### src/rtl/muldiv_pkg.sv
// Shared definitions for the RV32 M-extension multi-cycle unit:
// funct3 op codes, FSM state encoding, step mode and operand-sign helpers.
package muldiv_pkg;

    localparam logic [2:0] OP_MUL    = 3'b000;
    localparam logic [2:0] OP_MULH   = 3'b001;
    localparam logic [2:0] OP_MULHSU = 3'b010;
    localparam logic [2:0] OP_MULHU  = 3'b011;
    localparam logic [2:0] OP_DIV    = 3'b100;
    localparam logic [2:0] OP_DIVU   = 3'b101;
    localparam logic [2:0] OP_REM    = 3'b110;
    localparam logic [2:0] OP_REMU   = 3'b111;

    localparam logic [31:0] INT_MIN  = 32'h8000_0000;
    localparam logic [31:0] ALL_ONES = 32'hFFFF_FFFF;

    typedef enum logic [2:0] {
        S_IDLE = 3'd0,
        S_PREP = 3'd1,
        S_CALC = 3'd2,
        S_FIX  = 3'd3,
        S_DONE = 3'd4
    } state_t;

    typedef enum logic {
        MODE_MUL = 1'b0,
        MODE_DIV = 1'b1
    } mode_t;

    // rs1 is treated as signed by the high-product and signed divide ops.
    function automatic logic a_is_signed(input logic [2:0] op);
        return (op == OP_MULH) || (op == OP_MULHSU) || (op == OP_DIV) || (op == OP_REM);
    endfunction

    function automatic logic b_is_signed(input logic [2:0] op);
        return (op == OP_MULH) || (op == OP_DIV) || (op == OP_REM);
    endfunction

endpackage

### src/rtl/muldiv_step.sv
// One radix-2 iteration: shift-add for multiply ({hi, multiplier} shifts right),
// restoring shift-subtract for divide ({rem, quot} shifts left).
module muldiv_step
    import muldiv_pkg::*;
#(
    parameter int XLEN = 32
) (
    input  mode_t               mode,
    input  logic [2*XLEN-1:0]   acc,
    input  logic [XLEN-1:0]     operand,
    output logic [2*XLEN-1:0]   acc_next
);

    logic [XLEN:0] sum;
    logic [XLEN:0] diff;

    // NOTE: every always_comb output gets a value on every path, otherwise a latch is inferred.
    always_comb begin
        sum      = {1'b0, acc[2*XLEN-1:XLEN]} + {1'b0, operand};
        // The shifted remainder is 33 bits; since it is below 2*divisor, bit XLEN of
        // the difference is the borrow.
        diff     = acc[2*XLEN-1:XLEN-1] - {1'b0, operand};
        acc_next = acc;
        if (mode == MODE_MUL) begin
            if (acc[0])
                acc_next = {sum, acc[XLEN-1:1]};
            else
                acc_next = {1'b0, acc[2*XLEN-1:1]};
        end else begin
            if (diff[XLEN])
                acc_next = {acc[2*XLEN-2:0], 1'b0};
            else
                acc_next = {diff[XLEN-1:0], acc[XLEN-2:0], 1'b1};
        end
    end

endmodule

### src/rtl/muldiv_seq.sv
// Iterative RV32 M-extension sequencer: accept, prepare magnitudes, 32 radix-2
// iterations, sign/special-case fix-up, then hold the result until consumed.
module muldiv_seq
    import muldiv_pkg::*;
#(
    parameter int XLEN = 32
) (
    input  logic            clk,
    input  logic            rst,
    input  logic            in_valid,
    output logic            in_ready,
    input  logic [2:0]      op,
    input  logic [XLEN-1:0] a,
    input  logic [XLEN-1:0] b,
    input  logic            flush,
    output logic            out_valid,
    input  logic            out_ready,
    output logic [XLEN-1:0] result,
    output logic            busy
);

    localparam int CNT_W = $clog2(XLEN) + 1;

    state_t              state, state_next;
    logic [2:0]          op_q;
    logic [XLEN-1:0]     a_q, b_q;
    logic [XLEN-1:0]     operand;
    logic [2*XLEN-1:0]   acc, acc_next;
    logic [CNT_W-1:0]    cnt;
    logic                neg_a, neg_b, div_zero, ovf;
    logic [XLEN-1:0]     result_q;

    logic                sa, sb;
    logic [XLEN-1:0]     mag_a, mag_b;
    logic [2*XLEN-1:0]   prod_s;
    logic [XLEN-1:0]     quot_s, rem_s, fix_result;
    mode_t               mode;

    assign mode      = op_q[2] ? MODE_DIV : MODE_MUL;
    assign in_ready  = (state == S_IDLE);
    assign busy      = (state != S_IDLE);
    assign out_valid = (state == S_DONE);
    assign result    = result_q;

    muldiv_step #(.XLEN(XLEN)) u_step (
        .mode     (mode),
        .acc      (acc),
        .operand  (operand),
        .acc_next (acc_next)
    );

    always_comb begin
        sa    = a_is_signed(op_q) && a_q[XLEN-1];
        sb    = b_is_signed(op_q) && b_q[XLEN-1];
        mag_a = sa ? (~a_q + 1'b1) : a_q;
        mag_b = sb ? (~b_q + 1'b1) : b_q;
    end

    // Fix-up: negate magnitudes back, then let divide special cases override.
    always_comb begin
        prod_s     = (neg_a ^ neg_b) ? (~acc + 1'b1) : acc;
        quot_s     = (neg_a ^ neg_b) ? (~acc[XLEN-1:0] + 1'b1) : acc[XLEN-1:0];
        rem_s      = neg_a ? (~acc[2*XLEN-1:XLEN] + 1'b1) : acc[2*XLEN-1:XLEN];
        fix_result = '0;
        case (op_q)
            OP_MUL:                         fix_result = prod_s[XLEN-1:0];
            OP_MULH, OP_MULHSU, OP_MULHU:   fix_result = prod_s[2*XLEN-1:XLEN];
            OP_DIV, OP_DIVU: begin
                if (div_zero)   fix_result = ALL_ONES;
                else if (ovf)   fix_result = INT_MIN;
                else            fix_result = quot_s;
            end
            default: begin
                if (div_zero)   fix_result = a_q;
                else if (ovf)   fix_result = '0;
                else            fix_result = rem_s;
            end
        endcase
    end

    always_comb begin
        state_next = state;
        case (state)
            S_IDLE: if (!flush && in_valid) state_next = S_PREP;
            S_PREP: state_next = flush ? S_IDLE : S_CALC;
            S_CALC: begin
                if (flush)                      state_next = S_IDLE;
                else if (cnt == CNT_W'(1))      state_next = S_FIX;
            end
            S_FIX:  state_next = flush ? S_IDLE : S_DONE;
            S_DONE: if (flush || out_ready) state_next = S_IDLE;
            default: state_next = S_IDLE;
        endcase
    end

    // NOTE: sequential state uses non-blocking assignments so every flop samples pre-edge values.
    always_ff @(posedge clk) begin
        if (rst) state <= S_IDLE;
        else     state <= state_next;
    end

    // NOTE: the datapath registers are few and flop-based, so all of them take the reset value.
    always_ff @(posedge clk) begin
        if (rst) begin
            op_q     <= '0;
            a_q      <= '0;
            b_q      <= '0;
            operand  <= '0;
            acc      <= '0;
            cnt      <= '0;
            neg_a    <= 1'b0;
            neg_b    <= 1'b0;
            div_zero <= 1'b0;
            ovf      <= 1'b0;
            result_q <= '0;
        end else begin
            case (state)
                S_IDLE: begin
                    if (in_valid && !flush) begin
                        op_q <= op;
                        a_q  <= a;
                        b_q  <= b;
                    end
                end
                S_PREP: begin
                    neg_a    <= sa;
                    neg_b    <= sb;
                    div_zero <= (b_q == '0);
                    ovf      <= ((op_q == OP_DIV) || (op_q == OP_REM)) &&
                                (a_q == INT_MIN) && (b_q == ALL_ONES);
                    cnt      <= CNT_W'(XLEN);
                    // Low half preloads the multiplier (multiply) or dividend (divide).
                    if (op_q[2]) begin
                        acc     <= {{XLEN{1'b0}}, mag_a};
                        operand <= mag_b;
                    end else begin
                        acc     <= {{XLEN{1'b0}}, mag_b};
                        operand <= mag_a;
                    end
                end
                S_CALC: begin
                    acc <= acc_next;
                    cnt <= cnt - 1'b1;
                end
                S_FIX:   result_q <= fix_result;
                default: ;
            endcase
        end
    end

endmodule

### config.mk
export PLATFORM = sky130hd
export DESIGN_NAME = muldiv_seq
export DESIGN_NICKNAME = d
export VERILOG_FILES = /design/src/rtl/muldiv_pkg.sv /design/src/rtl/muldiv_step.sv /design/src/rtl/muldiv_seq.sv
export SDC_FILE = /design/constraint.sdc
export NUM_CORES = 1
export LEC_CHECK = 0
export BUFFER_PORTS_ARGS = -buffer_cell sky130_fd_sc_hd__clkbuf_2
export CAP_MARGIN = 5
export CORE_MARGIN = 2
export CORE_UTILIZATION = 55
export CTS_BUF_LIST = sky130_fd_sc_hd__clkbuf_8
export DETAILED_ROUTE_END_ITERATION = 16
export GPL_ROUTABILITY_DRIVEN = 1
export PLACE_DENSITY_LB_ADDON = 0.2
export SYNTH_ARGS = -nofsm -noshare
export SYNTH_HDL_FRONTEND = slang
export SYNTH_SLANG_ARGS = --single-unit
### constraint.sdc
create_clock -name clk -period 4.89 [get_ports clk]
set_clock_uncertainty 0.15 [all_clocks]
set_input_delay 0.7335 -clock clk [delete_from_list [all_inputs] [get_ports clk]]
set_output_delay 0.7335 -clock clk [all_outputs]
set_load 0.01 [all_outputs]
== Word-level counts from Yosys, hierarchy flattened ==
Index checks and enable logic that the tools add are counted.

* Flip-flop bits (word level): 208
* Output and inout port bits: 35
* Word-level logic and storage cells: 89

* Add/sub/neg operators: 8
* Equality and inequality tests: 16
* Muxes and demuxes: 25
* Bitwise gates (word level): 6
* Reductions and logical operators: 22

{| class="wikitable"
|+ Operator list
! cell !! number
|-
| $mux W32 || 10
|-
| $mux W64 || 4
|-
| $add A32 B1 Y32 const B || 4
|-
| $not A32 Y32 || 4
|-
| $pmux W64 S2 || 1
|-
| $pmux W32 S3 || 1
|-
| $add A64 B1 Y64 const B || 1
|-
| $eq A32 B32 Y1 const B || 2
|-
| $not A64 Y64 || 1
|-
| $add A32 B32 Y33 || 1
|-
| $sub A33 B32 Y33 || 1
|-
| $logic_not A32 Y1 || 1
|-
| $mux W3 || 5
|-
| $pmux W3 S5 || 1
|-
| $eq A3 B2 Y1 const B || 4
|-
| $eq A3 B3 Y1 const B || 4
|-
| $pmux W6 S2 || 1
|-
| $logic_or A1 B1 Y1 || 7
|-
| $eq A3 B1 Y1 const B || 2
|-
| $eq A6 B1 Y1 const B || 1
|-
| $logic_not A3 Y1 || 2
|-
| $sub A6 B1 Y6 const B || 1
|-
| $logic_and A1 B1 Y1 || 5
|-
| $ne A2 B1 Y1 const B || 2
|-
| other kinds (11) || 11
|}

== Depth between registers and ports, before layout ==
* Depth in word-level cells: 8
* Depth in mapped cells: 16
* Depth with buffers taken out: 13

== By module ==
A second synthesis with hierarchy kept.

* Cell total of the unflattened synthesis: 2380
* Area total of the unflattened synthesis: 17659.4 um2

{| class="wikitable"
|+ By module, submodules not included
! module !! instances !! cells each !! area each (um2) !! sequential area each (um2)
|-
| muldiv_seq || 1 || 1699 || 12829.8 || 4164.0
|-
| muldiv_step || 1 || 681 || 4829.6 || 0.0
|}

== Worst setup path before layout ==
Ideal clock, no wire load.

* Kind: register to register
* From: register acc[31]
* To: register acc[61]
* Library setup time: 0.122 ns
* Data arrival time: 3.334 ns
* Setup slack: 1.284 ns
* Stages on the path, launching flop included: 17
* Path through: dfxtp_1 clkbuf_1 inv_1 ha_1 fa_1 nand2b_1 a21oi_1 o21bai_1 o21ai_0 a41o_1 a21oi_1 xnor2_1 buf_2 clkbuf_1 nand2_1 o31ai_1 o21ai_0

* Word-level cells in the longest chain between the ends: 4

{| class="wikitable"
|+ RTL lines
! what !! line !! source
|-
| start: declaration || muldiv_seq.sv:28 || <nowiki>logic [2*XLEN-1:0] acc, acc_next;</nowiki>
|-
| start signal: assignment || muldiv_seq.sv:134 || <nowiki>acc <= {{XLEN{1'b0}}, mag_a};</nowiki>
|-
| start signal: assignment || muldiv_seq.sv:137 || <nowiki>acc <= {{XLEN{1'b0}}, mag_b};</nowiki>
|-
| start signal: assignment || muldiv_seq.sv:142 || <nowiki>acc <= acc_next;</nowiki>
|-
| $sub A33 B32 Y33 || muldiv_step.sv:22 || <nowiki>diff = acc[2*XLEN-1:XLEN-1] - {1'b0, operand};</nowiki>
|-
| $mux W64 || muldiv_step.sv:30 || <nowiki>if (diff[XLEN])</nowiki>
|-
| $mux W64 || muldiv_step.sv:24 || <nowiki>if (mode == MODE_MUL) begin</nowiki>
|-
| $pmux W64 S2 || muldiv_seq.sv:117 || <nowiki>case (state)</nowiki>
|}

No other way between the ends.
A chain may end at the register's enable or synchronous reset.

== Worst setup path after layout ==
* From: register acc[31]
* To: register acc[51]

The elaborated chain is that of the path after synthesis.

==> flow_summary.ini <==
[timing]
max_slew_margin = 0.2154
min_period_ps = 4061
final_hold_viol_count = 0
max_freq_mhz = 246.2
setup_viol = 0
fin_hold_ws_ps = 219.5
finalSetupTns_ps = 0
grt_setup_unrepaired = false
period_share = 0.8306
worst_slack_ps = 828.5
maxSlewViolCount = 0
tightest_slew_ps = 1177

[grt]
overflow = 0
grt_pass1_wl_um = 96590
grt_antenna_before_repair = 0
grt_max_degree = 112
grt_pass1_vias = 16785
grt_usage = 0.3759

[cts]
post_cts_buffers = 0
clk_transition_reported_paths_ps = 70
cts-root-buf = clkbuf_8
cts_tree = built
clkLatencyLatePin_ps = 590
ctsResizeCount = 0
cts-htree-levels = 2
cts-buffers-inserted = 39
clockBufferDepth = 3
clock_sinks = 208
cts_hold_buf = 0

[floorplanning]
dieArea_um2 = 32270
dieWidth_um = 179.6
initial_core_util = 0.5561
ios = 107
die_height_um = 179.6
coreArea_um2 = 30510
rows = 64

[setup_path]
path_max_fanout = 39
cp-start-kind = flop
endpoint_kind = flop
criticalPathCategory = flop to flop
worstPathArrival_ps = 4310
required_ps = 5140

[synth]
yosysSeqAreaShare = 0.2454
synth_flop_cell = dfxtp_1
synthesis.area_um2 = 16970
yosysWarnings = 0
avgSynthCellArea_um2 = 7.214
ys_types = 74
syn-num-nets = 2497
synth_edf_count = 0
async_flop_share = 0
synth.ff_latch_count = 208
synthCells = 2352

[detailed_routing]
dr_total_vias = 17761
detail-route-antenna-nets = 0
drt-vias-per-instance = 6.424
post_drt_wl_per_cell_um = 22.59
drc_errors = 0
wl_um = 62470
drtIter0Drc = 2015
dr.pass1.iters = 6

[final_layout]
fin_util = 0.6052
layout-drive-gt1-share = 0.1030
areaGrowthSynthToFinish_pct = 8.820
final_common_cell = a21oi_1
nNetsFinal = 2487
final_cell_mix = 323 x a21oi_1, 301 x nand2_1, 207 x dfxtp_1
antennaDiodeCount = 0
nFillCells = 2889

[power_and_ir_drop]
cellPowerDensity_nw_per_um2 = 264.0
peakVddDrop_uv = 253.1
total_power_mw = 4.874
leakage_nw = 7.480

[placement]
portBuffers = 106
routabilityCongestion = 1.002
dpl_worst_slack_ps = 909.6
dp_hpwl_um = 46500

[worst_hold_path]
hold_path_class = primary input to flop

[job]
drv_cap = 0

[outcome]
status = completed
[where the power goes]
part / switching (mW) / total, mW / leakage (nW) / internal [mW]
registers: 0.0976 / 1.84 / 1.68 / 1.74
clock network: 0.823 / 1.93 / 0.476 / 1.10
logic: 0.704 / 1.11 / 5.32 / 0.408
total: 1.62 / 4.87 / 7.48 / 3.25
[state kept, by name (all words and copies together), names as in the netlist]
name and flops:
neg_a 1, cnt 6, operand 32, div_zero 1
result 32, state 3, a_q 32, op_q 3
b_q 32, acc 64, ovf 1, neg_b 1
[cell families after synthesis]
kind of cell / Yosys count / synth area share
mux: 77 / 0.04572
buf+inv: 269 / 0.06106
compound gates: 753 / 0.2776
xor+xnor: 196 / 0.1012
simple gates: 776 / 0.2144
flops: 208 / 0.2454
fa+ha+maj: 73 / 0.05472
[per-layer routing]
metal  GRT usage  routed length [um]  vias up
li1            -                   -     8422
met5           0                   0        -
met1      0.4901               25680     8286
met2      0.5747               26890      867
met3     0.09198                6199      186
met4      0.1987                3700        0
[through the flow]
stage / instances / area (um2)
detailed placement: 2697 / 17600
finish: 2765 / 18460
global route: 2765 / 18460
CTS: 2765 / 18460
global placement: 2697 / 17600
floorplan: 2352 / 16970
[cells in the mapped netlist (4+ instances only)]
library cell	instances	area (um2)
o41ai_1	8	70.07
a221o_1	7	70.07
o22ai_1	8	50.05
o21ai_0	117	585.6
buf_1	20	75.07
o31a_1	4	35.03
a2111oi_0	5	43.79
or2_2	9	56.30
nand4_1	21	131.4
o21bai_1	6	45.04
or4_1	17	127.6
dfxtp_1	208	4164
mux2i_1	73	730.7
inv_1	75	281.5
a22o_1	21	183.9
a21o_1	29	217.7
a311oi_1	6	52.55
a21boi_0	6	45.04
o221ai_1	7	61.31
or4_4	4	45.04
nand3_1	30	150.1
nand2_1	301	1130
xnor2_1	125	1095
nand2b_1	26	162.7
nor3_1	53	265.3
a211oi_1	31	232.7
and3_1	8	50.05
o211ai_1	38	285.3
clkbuf_1	165	619.3
and2_1	9	56.30
a31oi_1	14	87.58
xor2_1	71	621.9
nor4_1	33	206.5
o31ai_1	34	255.2
nor2b_1	24	150.1
ha_1	71	888.4
or3_1	24	150.1
nand3b_1	5	37.54
buf_2	6	30.03
nor2_1	195	732.0
o21a_1	9	67.56
mux2_2	4	45.04
a21oi_1	323	1617
a221oi_1	53	464.2
[area by class of cell]
class                   count  area (um2)  area share
well taps                 396       495.5     0.02683
clock inverters            20       206.4     0.01118
clock buffers              48       660.6     0.03578
inverters                  75       281.5     0.01525
flip-flops and latches    208        4168      0.2257
multi-input cells        1875       11810      0.6398
repair buffers            143       839.6     0.04547
[final timing paths]
check,startpoint,endpoint,slack [ps],cells after the start
worst max-delay path,acc[31],acc[51],830,14
worst max register to register,acc[31],acc[51],830,14
worst min-delay path,b[2],b_q[2],220,3
worst min register to register,result[22],result[22],310,2
[worst max-delay path, stage by stage, from the launching register on]
cell      delay, ps
dfxtp_1         520
inv_1           160
ha_1            250
fa_1            390
nand2b_1        200
a21oi_1         240
o21bai_1        220
o21ai_0         240
a41o_1          320
a21oi_1         140
xnor2_2         190
buf_12          280
mux2_2          370
a21oi_1         130
o21ai_0          80
Note: power is estimated with default switching activity, not from simulation.
